### config.mk
export PLATFORM = sky130hd
export DESIGN_NAME = sqrt_param_flat
export DESIGN_NICKNAME = d
export VERILOG_FILES = /design/src/rtl/sqrt_param_if.sv /design/src/rtl/sqrt_param.sv /design/src/flat_wrapper.sv
export SDC_FILE = /design/constraint.sdc
export NUM_CORES = 1
export LEC_CHECK = 0
export BUFFER_PORTS_ARGS = -buffer_cell sky130_fd_sc_hd__buf_2
export CORE_ASPECT_RATIO = 1.5
export CORE_UTILIZATION = 30
export CTS_CLUSTER_DIAMETER = 40
export DETAILED_ROUTE_END_ITERATION = 8
export GPL_TIMING_DRIVEN = 0
export PLACE_DENSITY_LB_ADDON = 0.1
export SYNTH_ARGS = -nofsm -noshare
export SYNTH_HDL_FRONTEND = slang
export SYNTH_SLANG_ARGS = --single-unit
export TNS_END_PERCENT = 100
### constraint.sdc
create_clock -name clk -period 3.3 [get_ports clk]
set_input_delay 0.66 -clock clk [delete_from_list [all_inputs] [get_ports clk]]
set_output_delay 0.66 -clock clk [all_outputs]
set_load 0.01 [all_outputs]
### src/rtl/sqrt_param_if.sv
// sqrt_param_if -- request/result bundle for the sqrt_param engine.
//   start      : request a calculation (master -> slave)
//   val        : unsigned radicand, WIDTH bits (master -> slave)
//   ceil_mode  : 0 = floor, 1 = ceiling rounding (master -> slave)
//   busy       : calculation in progress (slave -> master)
//   out        : rounded root, WIDTH/2+1 bits (slave -> master)
//   rem        : val minus floor root squared, WIDTH/2+1 bits (slave -> master)
//   eop        : one-cycle pulse, out/rem valid (slave -> master)
interface sqrt_param_if #(
   parameter int WIDTH = 32
);
   logic               start;
   logic [WIDTH-1:0]   val;
   logic               ceil_mode;
   logic               busy;
   logic [WIDTH/2:0]   out;
   logic [WIDTH/2:0]   rem;
   logic               eop;

   modport master (
      output start, val, ceil_mode,
      input  busy, out, rem, eop
   );

   modport slave (
      input  start, val, ceil_mode,
      output busy, out, rem, eop
   );
endinterface

### src/rtl/sqrt_param.sv
// sqrt_param -- sequential restoring square root, one root bit per cycle.
//   clk  : clock, all state on rising edge
//   rst  : asynchronous active-low reset
//   bus  : sqrt_param_if slave (start/val/ceil_mode in, busy/out/rem/eop out)
// Optional feature: define SQRT_CEIL_EN to compile in ceiling rounding.
// Without it ceil_mode is ignored and out is always the floor root.
//
// state | meaning
// IDLE  | waiting for start; out/rem hold last result
// CALC  | WIDTH/2 cycles, one root bit per cycle, MSB first
// DONE  | load out/rem, raise eop on the following cycle, return to IDLE
module sqrt_param #(
   parameter int WIDTH = 32
) (
   input logic          clk,
   input logic          rst,
   sqrt_param_if.slave  bus
);
   localparam int H  = WIDTH / 2;
   localparam int CW = $clog2(H + 1);
   localparam logic [CW-1:0] CNT_LOAD = CW'(H);
   localparam logic [CW-1:0] CNT_LAST = CW'(1);

   typedef enum logic [1:0] {IDLE, CALC, DONE} state_t;

   state_t           state_q, state_d;
   logic [CW-1:0]    cnt_q, cnt_d;
   logic [WIDTH-1:0] rad_q, rad_d;
   logic [H-1:0]     root_q, root_d;
   logic [H:0]       acc_q, acc_d;
   logic [H:0]       out_q, out_d;
   logic [H:0]       rem_q, rem_d;
   logic             eop_q, eop_d;
`ifdef SQRT_CEIL_EN
   logic             ceil_q, ceil_d;
`endif

   // Trial subtraction: bring down the next two radicand bits and try
   // subtracting 4*root+1; keep the difference only if it does not go negative.
   logic [H+2:0] shifted;
   logic [H+2:0] trial;
   logic [H+2:0] diff;
   logic         fits;

   always_comb begin
      shifted = {acc_q, rad_q[WIDTH-1 -: 2]};
      trial   = {1'b0, root_q, 2'b01};
      diff    = shifted - trial;
      fits    = (shifted >= trial);
   end

   always_comb begin
      state_d = state_q;
      cnt_d   = cnt_q;
      rad_d   = rad_q;
      root_d  = root_q;
      acc_d   = acc_q;
      out_d   = out_q;
      rem_d   = rem_q;
      eop_d   = 1'b0;
`ifdef SQRT_CEIL_EN
      ceil_d  = ceil_q;
`endif
      unique case (state_q)
         IDLE: begin
            if (bus.start) begin
               rad_d   = bus.val;
               root_d  = '0;
               acc_d   = '0;
               cnt_d   = CNT_LOAD;
`ifdef SQRT_CEIL_EN
               ceil_d  = bus.ceil_mode;
`endif
               state_d = CALC;
            end
         end
         CALC: begin
            rad_d  = {rad_q[WIDTH-3:0], 2'b00};
            root_d = {root_q[H-2:0], fits};
            acc_d  = fits ? diff[H:0] : shifted[H:0];
            cnt_d  = cnt_q - 1'b1;
            if (cnt_q == CNT_LAST)
               state_d = DONE;
         end
         DONE: begin
`ifdef SQRT_CEIL_EN
            out_d = {1'b0, root_q} + (H+1)'(ceil_q && (acc_q != '0));
`else
            out_d = {1'b0, root_q};
`endif
            rem_d   = acc_q;
            eop_d   = 1'b1;
            state_d = IDLE;
         end
         default: state_d = IDLE;
      endcase
   end

   always_ff @(posedge clk or negedge rst) begin
      if (!rst) begin
         state_q <= IDLE;
         cnt_q   <= '0;
         rad_q   <= '0;
         root_q  <= '0;
         acc_q   <= '0;
         out_q   <= '0;
         rem_q   <= '0;
         eop_q   <= 1'b0;
`ifdef SQRT_CEIL_EN
         ceil_q  <= 1'b0;
`endif
      end else begin
         state_q <= state_d;
         cnt_q   <= cnt_d;
         rad_q   <= rad_d;
         root_q  <= root_d;
         acc_q   <= acc_d;
         out_q   <= out_d;
         rem_q   <= rem_d;
         eop_q   <= eop_d;
`ifdef SQRT_CEIL_EN
         ceil_q  <= ceil_d;
`endif
      end
   end

   assign bus.busy = (state_q != IDLE);
   assign bus.out  = out_q;
   assign bus.rem  = rem_q;
   assign bus.eop  = eop_q;
endmodule

### src/flat_wrapper.sv
// flat-port wrapper written by rule: the top's interface ports become plain ports
module sqrt_param_flat 
#(
   parameter int WIDTH = 32
)
  (clk, rst, bus_start, bus_val, bus_ceil_mode, bus_busy, bus_out, bus_rem, bus_eop);
  sqrt_param_if #(.WIDTH(WIDTH)) bus_i ();
  input logic clk;
  input logic rst;
  input wire logic [$bits(bus_i.start)-1:0] bus_start;
  input wire logic [$bits(bus_i.val)-1:0] bus_val;
  input wire logic [$bits(bus_i.ceil_mode)-1:0] bus_ceil_mode;
  output wire logic [$bits(bus_i.busy)-1:0] bus_busy;
  output wire logic [$bits(bus_i.out)-1:0] bus_out;
  output wire logic [$bits(bus_i.rem)-1:0] bus_rem;
  output wire logic [$bits(bus_i.eop)-1:0] bus_eop;
  assign bus_i.start = bus_start;
  assign bus_i.val = bus_val;
  assign bus_i.ceil_mode = bus_ceil_mode;
  assign bus_busy = bus_i.busy;
  assign bus_out = bus_i.out;
  assign bus_rem = bus_i.rem;
  assign bus_eop = bus_i.eop;
  sqrt_param #(.WIDTH(WIDTH)) u_core (.clk(clk), .rst(rst), .bus(bus_i));
endmodule
==> flow_summary.toml, run 1 <==
[outcome]
status = "complete, but fails checks"
violations = "DRC"

[synth]
syn_area_sq_um = 5475
netlist_instances = 580
synth_cell_types = 54
ys_seq_elements = 106
synth_edf_count = 0
synth_fp_nets = 636
synth_async_sr_flop_share = 1.000
synthFlopType = "dfrtp_1"
avgSynthCellArea_sq_um = 9.440
synth-seq-area-share = 0.4845
yosys_warnings = 0

[place]
place_hpwl_microns = 11290
place_inst = 867
dp_slack_ns = 0.5799
io_buffers = 69
place_area_sq_um = 6122
gp_congestion = 0.8394

[power_and_ir_drop]
power_mw = 7.381
power_density_nw_per_um2 = 1146
p_leak_nw = 2.972
vdd_drop_max_v = 0.0002626

[sta]
rsz0062_at_grt = "no"
hold_viol = 0
skew_ns = 0.007446
final_max_slew_viol_count = 0
relSlewSlack = 0.4720
period_share = 0.8221
max_freq_mhz = 368.6
setup_violations = 0
tns_ns = 0
setup_slack_ns = 0.5871
timing.final.crit_period_ns = 2.713
worstMarginPinSlew_ns = 0.7920
hold_ws_ns = 0.3526

[setup_path]
slowest_delay_ns = 0.53
path_max_fanout = 10
cpMaxStageDelayCell = "o21ai_1"
end_kind = "register"
start_kind = "register"
crit_family = "compound AO/OA/AOI/OAI gates"
worst-path-buf-inv = 2
worstPathArrival_ns = 2.93
worstPathRequired_ns = 3.52
path_cells = "inv_1 > ha_1 > a21oi_2 > o211ai_2 > a31oi_2 > nor2_1 > buf_4 > o21ai_1 > o21ai_0"
critPathKind = "register to register"

[clock_tree]
post_cts_buffers = 0
root_buffer = "clkbuf_16"
clkLatencyLatePin_ns = 0.36
ctsResizeCount = 0
path_clk_slew_ns = 0.08
postCtsHoldBufs = 0
cts.htree.levels = 3
cts_buffers = 9
clockBufferDepth = 2
cts_tree = "done"
clkSinkCount = 106

[grt]
grt.overflow.total = 0
grt_pass1_vias = 4517
grt_max_degree = 56
antenna_found_initial = 0
grt_use_total = 0.1669
grt_pass1_wl_microns = 23850

[detailed_routing]
wirelength_microns = 14870
drc_errors = 4
via_count = 4452
routed.top_layer = "met4"
wl_per_cell_microns = 16.84
ant_nets = 0
drt_iter0_markers = 176
met1Wirelength_microns = 5917
via_per_inst = 5.042
wl_met3_microns = 355
wl_met2_microns = 8030
first_pass_iters = 6

[floorplan]
num_rows = 60
dieArea_sq_um = 18810
core_area_sq_um = 17870
ios = 72
fp.dieH_microns = 167.5
initial_core_util = 0.3064
fp.dieW_microns = 112.3

[worst_hold_path]
hp-class = "primary input to asynchronous set/reset pin"

[final_layout]
final_area_sq_um = 6442
antennaDiodeCount = 0
drive_gt1_frac = 0.1817
nNetsFinal = 717
layout_common_cells = "nand2_1 (110), dfrtp_1 (106), o21ai_0 (80)"
layout_commonest_cell = "nand2_1"
area_growth_pct = 17.66
fin_util = 0.3606
stdcell_count = 883

[flow_run]
maxCapViolations = 0
## per-layer routing
| layer | GRT usage | vias to the layer above |
|---|---|---|
| li1 | - | 2190 |
| met4 | 0.08522 | 0 |
| met1 | 0.1807 | 2151 |
| met2 | 0.3106 | 82 |
| met3 | 0.02642 | 29 |
| met5 | 0 | - |
## power by group
| group | switching (mW) | internal [mW] |
|---|---|---|
| combinational | 2.30 | 1.63 |
| clock | 0.548 | 0.612 |
| sequential | 0.402 | 1.89 |
| total | 3.25 | 4.13 |
## kinds of logic after synthesis
logic type,Yosys count,synth area share
AND/OR/NAND/NOR,184,0.1684
AO/OA/AOI/OAI,178,0.1986
flip-flops,106,0.4845
buffers and inverters,61,0.04639
adder cells (fa/ha/maj),20,0.04570
multiplexers,17,0.03496
XOR/XNOR,13,0.02080
other,1,0.0006849
## Yosys cell counts (2+ instances only)
| cell type | n | area share |
|---|---|---|
| nor3_2 | 2 | 0.0037 |
| clkbuf_1 | 29 | 0.020 |
| a21oi_2 | 2 | 0.0032 |
| nand2b_1 | 3 | 0.0034 |
| and3b_1 | 30 | 0.048 |
| a221o_1 | 4 | 0.0073 |
| o21ai_1 | 3 | 0.0027 |
| nor2b_1 | 4 | 0.0046 |
| buf_2 | 2 | 0.0018 |
| buf_6 | 2 | 0.0041 |
| ha_1 | 20 | 0.046 |
| a211oi_1 | 2 | 0.0027 |
| buf_1 | 2 | 0.0014 |
| o21bai_1 | 2 | 0.0027 |
| buf_4 | 2 | 0.0027 |
| xor2_1 | 5 | 0.0080 |
| a22o_1 | 2 | 0.0032 |
| nor3_1 | 9 | 0.0082 |
| nand4_1 | 2 | 0.0023 |
| nand2_1 | 110 | 0.075 |
| and2_1 | 3 | 0.0034 |
| a32o_1 | 2 | 0.0037 |
| o31a_1 | 6 | 0.0096 |
| o31ai_1 | 3 | 0.0041 |
| o21a_1 | 3 | 0.0041 |
| nor4b_1 | 2 | 0.0032 |
| xnor2_1 | 8 | 0.013 |
| a21oi_1 | 42 | 0.038 |
| mux2_2 | 17 | 0.035 |
| dfrtp_1 | 106 | 0.48 |
| nand3_1 | 3 | 0.0027 |
| o21ai_0 | 80 | 0.073 |
| a21boi_0 | 2 | 0.0027 |
| o211ai_1 | 13 | 0.018 |
| nor2_1 | 11 | 0.0075 |
| inv_1 | 24 | 0.016 |
## flip-flops by register name (all words and copies together), names as in the netlist
| name | flops |
|---|---|
| u_core.rad_q | 32 |
| u_core.acc_q | 17 |
| u_core.bus.rem | 17 |
| u_core.bus.out | 16 |
| u_core.root_q | 16 |
| u_core.cnt_q | 5 |
| u_core.state_q | 2 |
| u_core.bus.eop | 1 |
## path summary, 6_finish.rpt
kind	startpoint	end	slack [ns]	cells after the start
worst min register to register	u_core.bus.out[14]$_DFFE_PN0P_	u_core.bus.out[14]$_DFFE_PN0P_	0.48	2
worst min-delay path	rst	u_core.bus.rem[16]$_DFFE_PN0P_	0.35	1
worst max-delay path	u_core.root_q[4]$_DFFE_PN0P_	u_core.acc_q[13]$_DFFE_PN0P_	0.59	9
worst max register to register	u_core.root_q[4]$_DFFE_PN0P_	u_core.acc_q[13]$_DFFE_PN0P_	0.59	9
max in group asynchronous	rst	u_core.cnt_q[3]$_DFFE_PN0P_	2.22	2
min in group clk	u_core.bus.out[14]$_DFFE_PN0P_	u_core.bus.out[14]$_DFFE_PN0P_	0.48	2
## cell type report
cell class	count	area [sq um]
clock inverters	7	95.09
clock buffers	9	225.2
plain buffers	37	163.9
repair buffers	70	375.4
inverters	24	90.09
multi-input cells	413	2569
well taps	217	271.5
fillers	1892	11420
flip-flops and latches	106	2653
Note: power is estimated with default switching activity, not from simulation.
==> run 2: changes to the inputs <==
==> constraint.sdc (replaced) <==
create_clock -name clk -period 2.5 [get_ports clk]
set_input_delay 0.5 -clock clk [delete_from_list [all_inputs] [get_ports clk]]
set_output_delay 0.5 -clock clk [all_outputs]
set_load 0.01 [all_outputs]
==> flow_summary.toml, run 2 (synthesis gave the netlist of run 1 again) <==
[setup_path]
critPathKind = "register to register"
path_max_fanout = 5
start_kind = "register"
path_cells = "ha_4 > a21oi_4 > o21ai_2 > a221oi_2 > o31ai_4 > buf_2 > or3_1 > a32o_1"
cpMaxStageDelayCell = "dfrtp_2"
worstPathArrival_ns = 2.66
worstPathRequired_ns = 2.75
slowest_delay_ns = 0.47
end_kind = "register"

[clock_tree]
clkSinkCount = 106
cts_buffers = 9
cts.htree.levels = 3
root_buffer = "clkbuf_16"
cts_tree = "done"
postCtsHoldBufs = 0
clockBufferDepth = 2
path_clk_slew_ns = 0.08
clkLatencyLatePin_ns = 0.37

[grt]
grt_pass1_wl_microns = 23810
grt_max_degree = 56
grt.overflow.total = 0
antenna_found_initial = 0
grt_use_total = 0.1667
grt_pass1_vias = 4520

[floorplan]
ios = 72
num_rows = 60
fp.dieW_microns = 112.3
core_area_sq_um = 17870
initial_core_util = 0.3064
dieArea_sq_um = 18810
fp.dieH_microns = 167.5

[sta]
period_share = 0.9651
timing.final.crit_period_ns = 2.413
max_freq_mhz = 414.5
hold_viol = 0
relSlewSlack = 0.4737
setup_violations = 0
skew_ns = 0.01128
hold_ws_ns = 0.1942
final_max_slew_viol_count = 0
tns_ns = 0
worstMarginPinSlew_ns = 0.7894

[final_layout]
largest_reg_flops = 32
final_area_sq_um = 6678
antennaDiodeCount = 0
fin_util = 0.3737
nNetsFinal = 722
max_flop_register = "u_core.rad_q"
layout_commonest_cell = "nand2_1"
layout_common_cells = "nand2_1 (110), dfrtp_1 (102), o21ai_0 (80)"
area_growth_pct = 21.96
drive_gt1_frac = 0.2325

[flow_run]
maxCapViolations = 0

[power_and_ir_drop]
vdd_drop_max_v = 0.0004034
p_leak_nw = 3.003
power_density_nw_per_um2 = 1561
power_mw = 10.43

[outcome]
status = "complete, but fails checks"
violations = "DRC"

[detailed_routing]
wl_per_cell_microns = 17.13
drc_errors = 4
ant_nets = 0
wirelength_microns = 15210
first_pass_iters = 7
via_per_inst = 5.065
drt_iter0_markers = 154
via_count = 4498

[place]
place_hpwl_microns = 11290
place_area_sq_um = 6122
io_buffers = 69
gp_congestion = 0.8394

[worst_hold_path]
hp-class = "primary input to asynchronous set/reset pin"
[run 2: timing repair]
action | CTS | global route
cloned | 0 | 1
buffers inserted | 0 | 5
endpoints found under the hold margin | 0 | 0
pin swaps | 1 | 8
gates resized for setup | 5 | 40
endpoints found under the setup margin | 12 | 27
[run 2: routing by layer]
layer	GRT usage	vias to the layer above	share of wire
li1	-	2200	-
met1	0.1800	2164	0.39
met2	0.3106	100	0.54
met3	0.02642	34	0.032
met4	0.08522	0	0.040
met5	0	-	0
[run 2: final timing paths]
check                                                    start                              to  slack, ns  cells after the start
min in group clk                                    bus_val[1]     u_core.rad_q[1]$_DFFE_PN0P_       0.35                      2
max in group asynchronous                                  rst     u_core.acc_q[3]$_DFFE_PN0P_       1.57                      2
worst max-delay path              u_core.acc_q[10]$_DFFE_PN0P_     u_core.acc_q[0]$_DFFE_PN0P_       0.09                      8
worst min register to register  u_core.bus.out[14]$_DFFE_PN0P_  u_core.bus.out[14]$_DFFE_PN0P_       0.48                      2
worst max register to register    u_core.acc_q[10]$_DFFE_PN0P_     u_core.acc_q[0]$_DFFE_PN0P_       0.09                      8
worst min-delay path                                       rst  u_core.bus.rem[16]$_DFFE_PN0P_       0.19                      1
[run 2: per-stage QoR]
step | std cells | setup WS (ns)
floorplan | 580 | 0.2952
global placement | 866 | -0.3872
detailed placement | 867 | -0.2201
CTS | 882 | 0.0008209
global route | 888 | -0.03749
finish | 888 | 0.08720
[run 2: critical path: cells and delay by family (launching register included)]
kind / cells / cell delay [ns]
fa+ha+maj: 1 / 0.29
compound gates: 5 / 1.00
simple gates: 1 / 0.36
flops: 1 / 0.47
buf+inv: 1 / 0.19
[run 2: power by group]
| group | total, mW | internal [mW] | switching, mW |
|---|---|---|---|
| Sequential | 3.09 | 2.50 | 0.584 |
| Clock | 1.54 | 0.808 | 0.727 |
| Combinational | 5.80 | 2.59 | 3.21 |
[run 2: cell type report]
type                            instances  area, sq um
Sequential cell                       106         2658
Tap cell                              217        271.5
Fill cell                            1882        11190
Clock buffer                            9        225.2
Timing Repair Buffer                   76        417.9
Inverter                               24        90.09
Buffer                                 36        168.9
Multi-Input combinational cell        413         2751
Clock inverter                          7        95.09
==> run 3: changes to the inputs <==
--- a/config.mk
+++ b/config.mk
@@ -5,8 +5,10 @@
 export SDC_FILE = /design/constraint.sdc
 export NUM_CORES = 1
 export LEC_CHECK = 0
+export ABC_AREA = 1
 export BUFFER_PORTS_ARGS = -buffer_cell sky130_fd_sc_hd__buf_2
 export CORE_ASPECT_RATIO = 1.5
+export CORE_MARGIN = 2
 export CORE_UTILIZATION = 30
 export CTS_CLUSTER_DIAMETER = 40
 export DETAILED_ROUTE_END_ITERATION = 8
==> flow_summary.toml, run 3 <==
[outcome]
status = "finished clean"

[final_layout]
area_growth_pct = 17.23
stdcell_count = 973
layout_common_cells = "nand2_1 (223), dfrtp_1 (106), inv_1 (77)"
fin_util = 0.3573
antennaDiodeCount = 0
nNetsFinal = 807
layout_commonest_cell = "nand2_1"
largest_reg_flops = 32
drive_gt1_frac = 0.1627
max_flop_register = "u_core.rad_q"

[place]
place_inst = 957
place_hpwl_microns = 11900
gp_congestion = 0.8974
io_buffers = 69

[worst_hold_path]
hp-class = "primary input to asynchronous set/reset pin"

[grt]
antenna_found_initial = 0
grt_pass1_wl_microns = 25100
grt_max_degree = 67
grt_use_total = 0.1673
grt.overflow.total = 0
grt_pass1_vias = 4771

[clock_tree]
clkLatencyLatePin_ns = 0.35
path_clk_slew_ns = 0.08
post_cts_buffers = 0
clkSinkCount = 106
cts_tree = "done"
root_buffer = "clkbuf_16"
ctsResizeCount = 0
cts_buffers = 9
postCtsHoldBufs = 0
clockBufferDepth = 2
cts.htree.levels = 3

[setup_path]
timing.rr.end = "u_core.acc_q[7]$_DFFE_PN0P_"
crit_end = "u_core.acc_q[7]$_DFFE_PN0P_"
r2r-start = "u_core.root_q[4]$_DFFE_PN0P_"
end_kind = "register"
critPathKind = "register to register"
cp-startpoint = "u_core.root_q[4]$_DFFE_PN0P_"
worstPathArrival_ns = 2.49
start_kind = "register"
path_max_fanout = 10
r2r_cells = 13
worstPathRequired_ns = 2.73
ff2ff_setup_slack_ns = 0.24

[detailed_routing]
via_per_inst = 4.745
wirelength_microns = 15440
wl_per_cell_microns = 15.87
drc_errors = 0
drt_iter0_markers = 154
via_count = 4617
first_pass_iters = 4
ant_nets = 0

[synth]
synth_fp_nets = 726
yosysTopAreaCell = "dfrtp_1"
synth-seq-area-share = 0.4871
yosys-top-cells-area = "dfrtp_1 (49%), nand2_1 (15%), inv_1 (5.3%)"
synth_cell_types = 34
yosysMostFrequentCell = "nand2_1"
avgSynthCellArea_sq_um = 8.127
synth_async_sr_flop_share = 1.000
synthFlopType = "dfrtp_1"
synth_edf_count = 0
yosys-top-cells-count = "nand2_1 (223), dfrtp_1 (106), inv_1 (77)"
ys_seq_elements = 106
netlist_instances = 670
yosys_warnings = 0
syn_area_sq_um = 5445
yosys.area.top_type_share = 0.4871

[sta]
final_max_slew_viol_count = 0
setup_violations = 0
period_share = 0.9038
worstMarginPinSlew_ns = 0.7301
skew_ns = 0.007794
max_freq_mhz = 442.6
hold_viol = 0
rsz0062_at_grt = "no"
timing.final.crit_period_ns = 2.259
relSlewSlack = 0.5133

[floorplan]
num_rows = 60
fp.dieW_microns = 114
initial_core_util = 0.3048
dieArea_sq_um = 19270
ios = 72
core_area_sq_um = 17870
fp.dieH_microns = 169.0

[flow_run]
maxCapViolations = 0

[power_and_ir_drop]
vdd_drop_max_v = 0.0004210
power_density_nw_per_um2 = 1586
p_leak_nw = 3.347
-- run 3: cell count changes after synthesis, sizes merged, moves of 11 or more --
cell,previous run,this run
inv,24,86
o22ai,0,17
nand3,3,55
nor2,12,23
o21ai,84,47
mux2,17,0
and3b,30,0
a22oi,1,20
clkbuf,29,17
a21oi,45,14
nand2,110,230
-- run 3: cell type report --
type                            count  area (sq um)
Sequential cell                   106          2653
Buffer                             26         125.1
Clock buffer                       10         229.0
Multi-Input combinational cell    452          2345
Fill cell                        1912         11480
Inverter                           86         322.8
Tap cell                          217         271.5
Timing Repair Buffer               70         375.4
Clock inverter                      6         62.56
-- run 3: through the flow --
stage	setup slack [ns]	power, mW	hold slack (ns)	setup TNS [ns]	area, sq um
2_1_floorplan	0.7030	7.120	0.2044	0	5445
3_3_place_gp	-0.3719	8.756	0.4550	-37.87	6062
3_5_place_dp	0.2201	8.812	0.4573	0	6092
4_1_cts	0.1983	10.25	0.1628	0	6384
5_1_grt	0.01408	11.16	0.1786	0	6384
6_report	0.2406	10.12	0.1371	0	6384
-- run 3: power breakdown --
part	internal [mW]	total [mW]	switching, mW	leakage, nW
registers	2.50	2.93	0.428	1.30
clock network	0.700	1.41	0.709	0.142
logic	2.08	5.78	3.70	1.91
total	5.29	10.1	4.84	3.35
-- run 3: how the worst min path moves through the flow --
stage                                          end  cells after the start  slack, ns
CTS                    u_core.cnt_q[2]$_DFFE_PN0P_                      1       0.16
finish                 u_core.cnt_q[2]$_DFFE_PN0P_                      1       0.14
global route           u_core.cnt_q[2]$_DFFE_PN0P_                      1       0.18
detailed placement  u_core.bus.rem[12]$_DFFE_PN0P_                      2       0.46
global placement    u_core.bus.rem[12]$_DFFE_PN0P_                      2       0.45
floorplan              u_core.acc_q[0]$_DFFE_PN0P_                      0       0.20
-- run 3: routing by layer --
metal,GRT usage,vias up,share of wire
met1,0.1941,2207,0.41
met2,0.3119,80,0.54
met3,0.02578,14,0.032
met4,0.05143,0,0.020
met5,0,-,0
li1,-,2316,-
-- run 3: kinds of logic (layout without fill, tap and decap cells) --
kind of cell | count (synthesis) | count (layout) | share of synthesized area
mux | 1 | 1 | 0.001838
compound gates | 104 | 104 | 0.1121
simple gates | 319 | 319 | 0.2587
xor+xnor | 7 | 7 | 0.01126
flops | 106 | 106 | 0.4871
buf+inv | 112 | 198 | 0.08226
fa+ha+maj | 20 | 20 | 0.04596
other cells | 1 | 1 | 0.0006887
-- run 3: critical path: stages, from the launching register on --
cell	delay, ns
dfrtp_1	0.36
inv_1	0.14
ha_1	0.31
nand2_1	0.16
inv_2	0.05
nand2_1	0.06
nand2_1	0.10
nand2_1	0.12
nand3_2	0.12
nand2_4	0.13
buf_2	0.27
nand3_1	0.14
nand3_1	0.11
o21ai_1	0.06
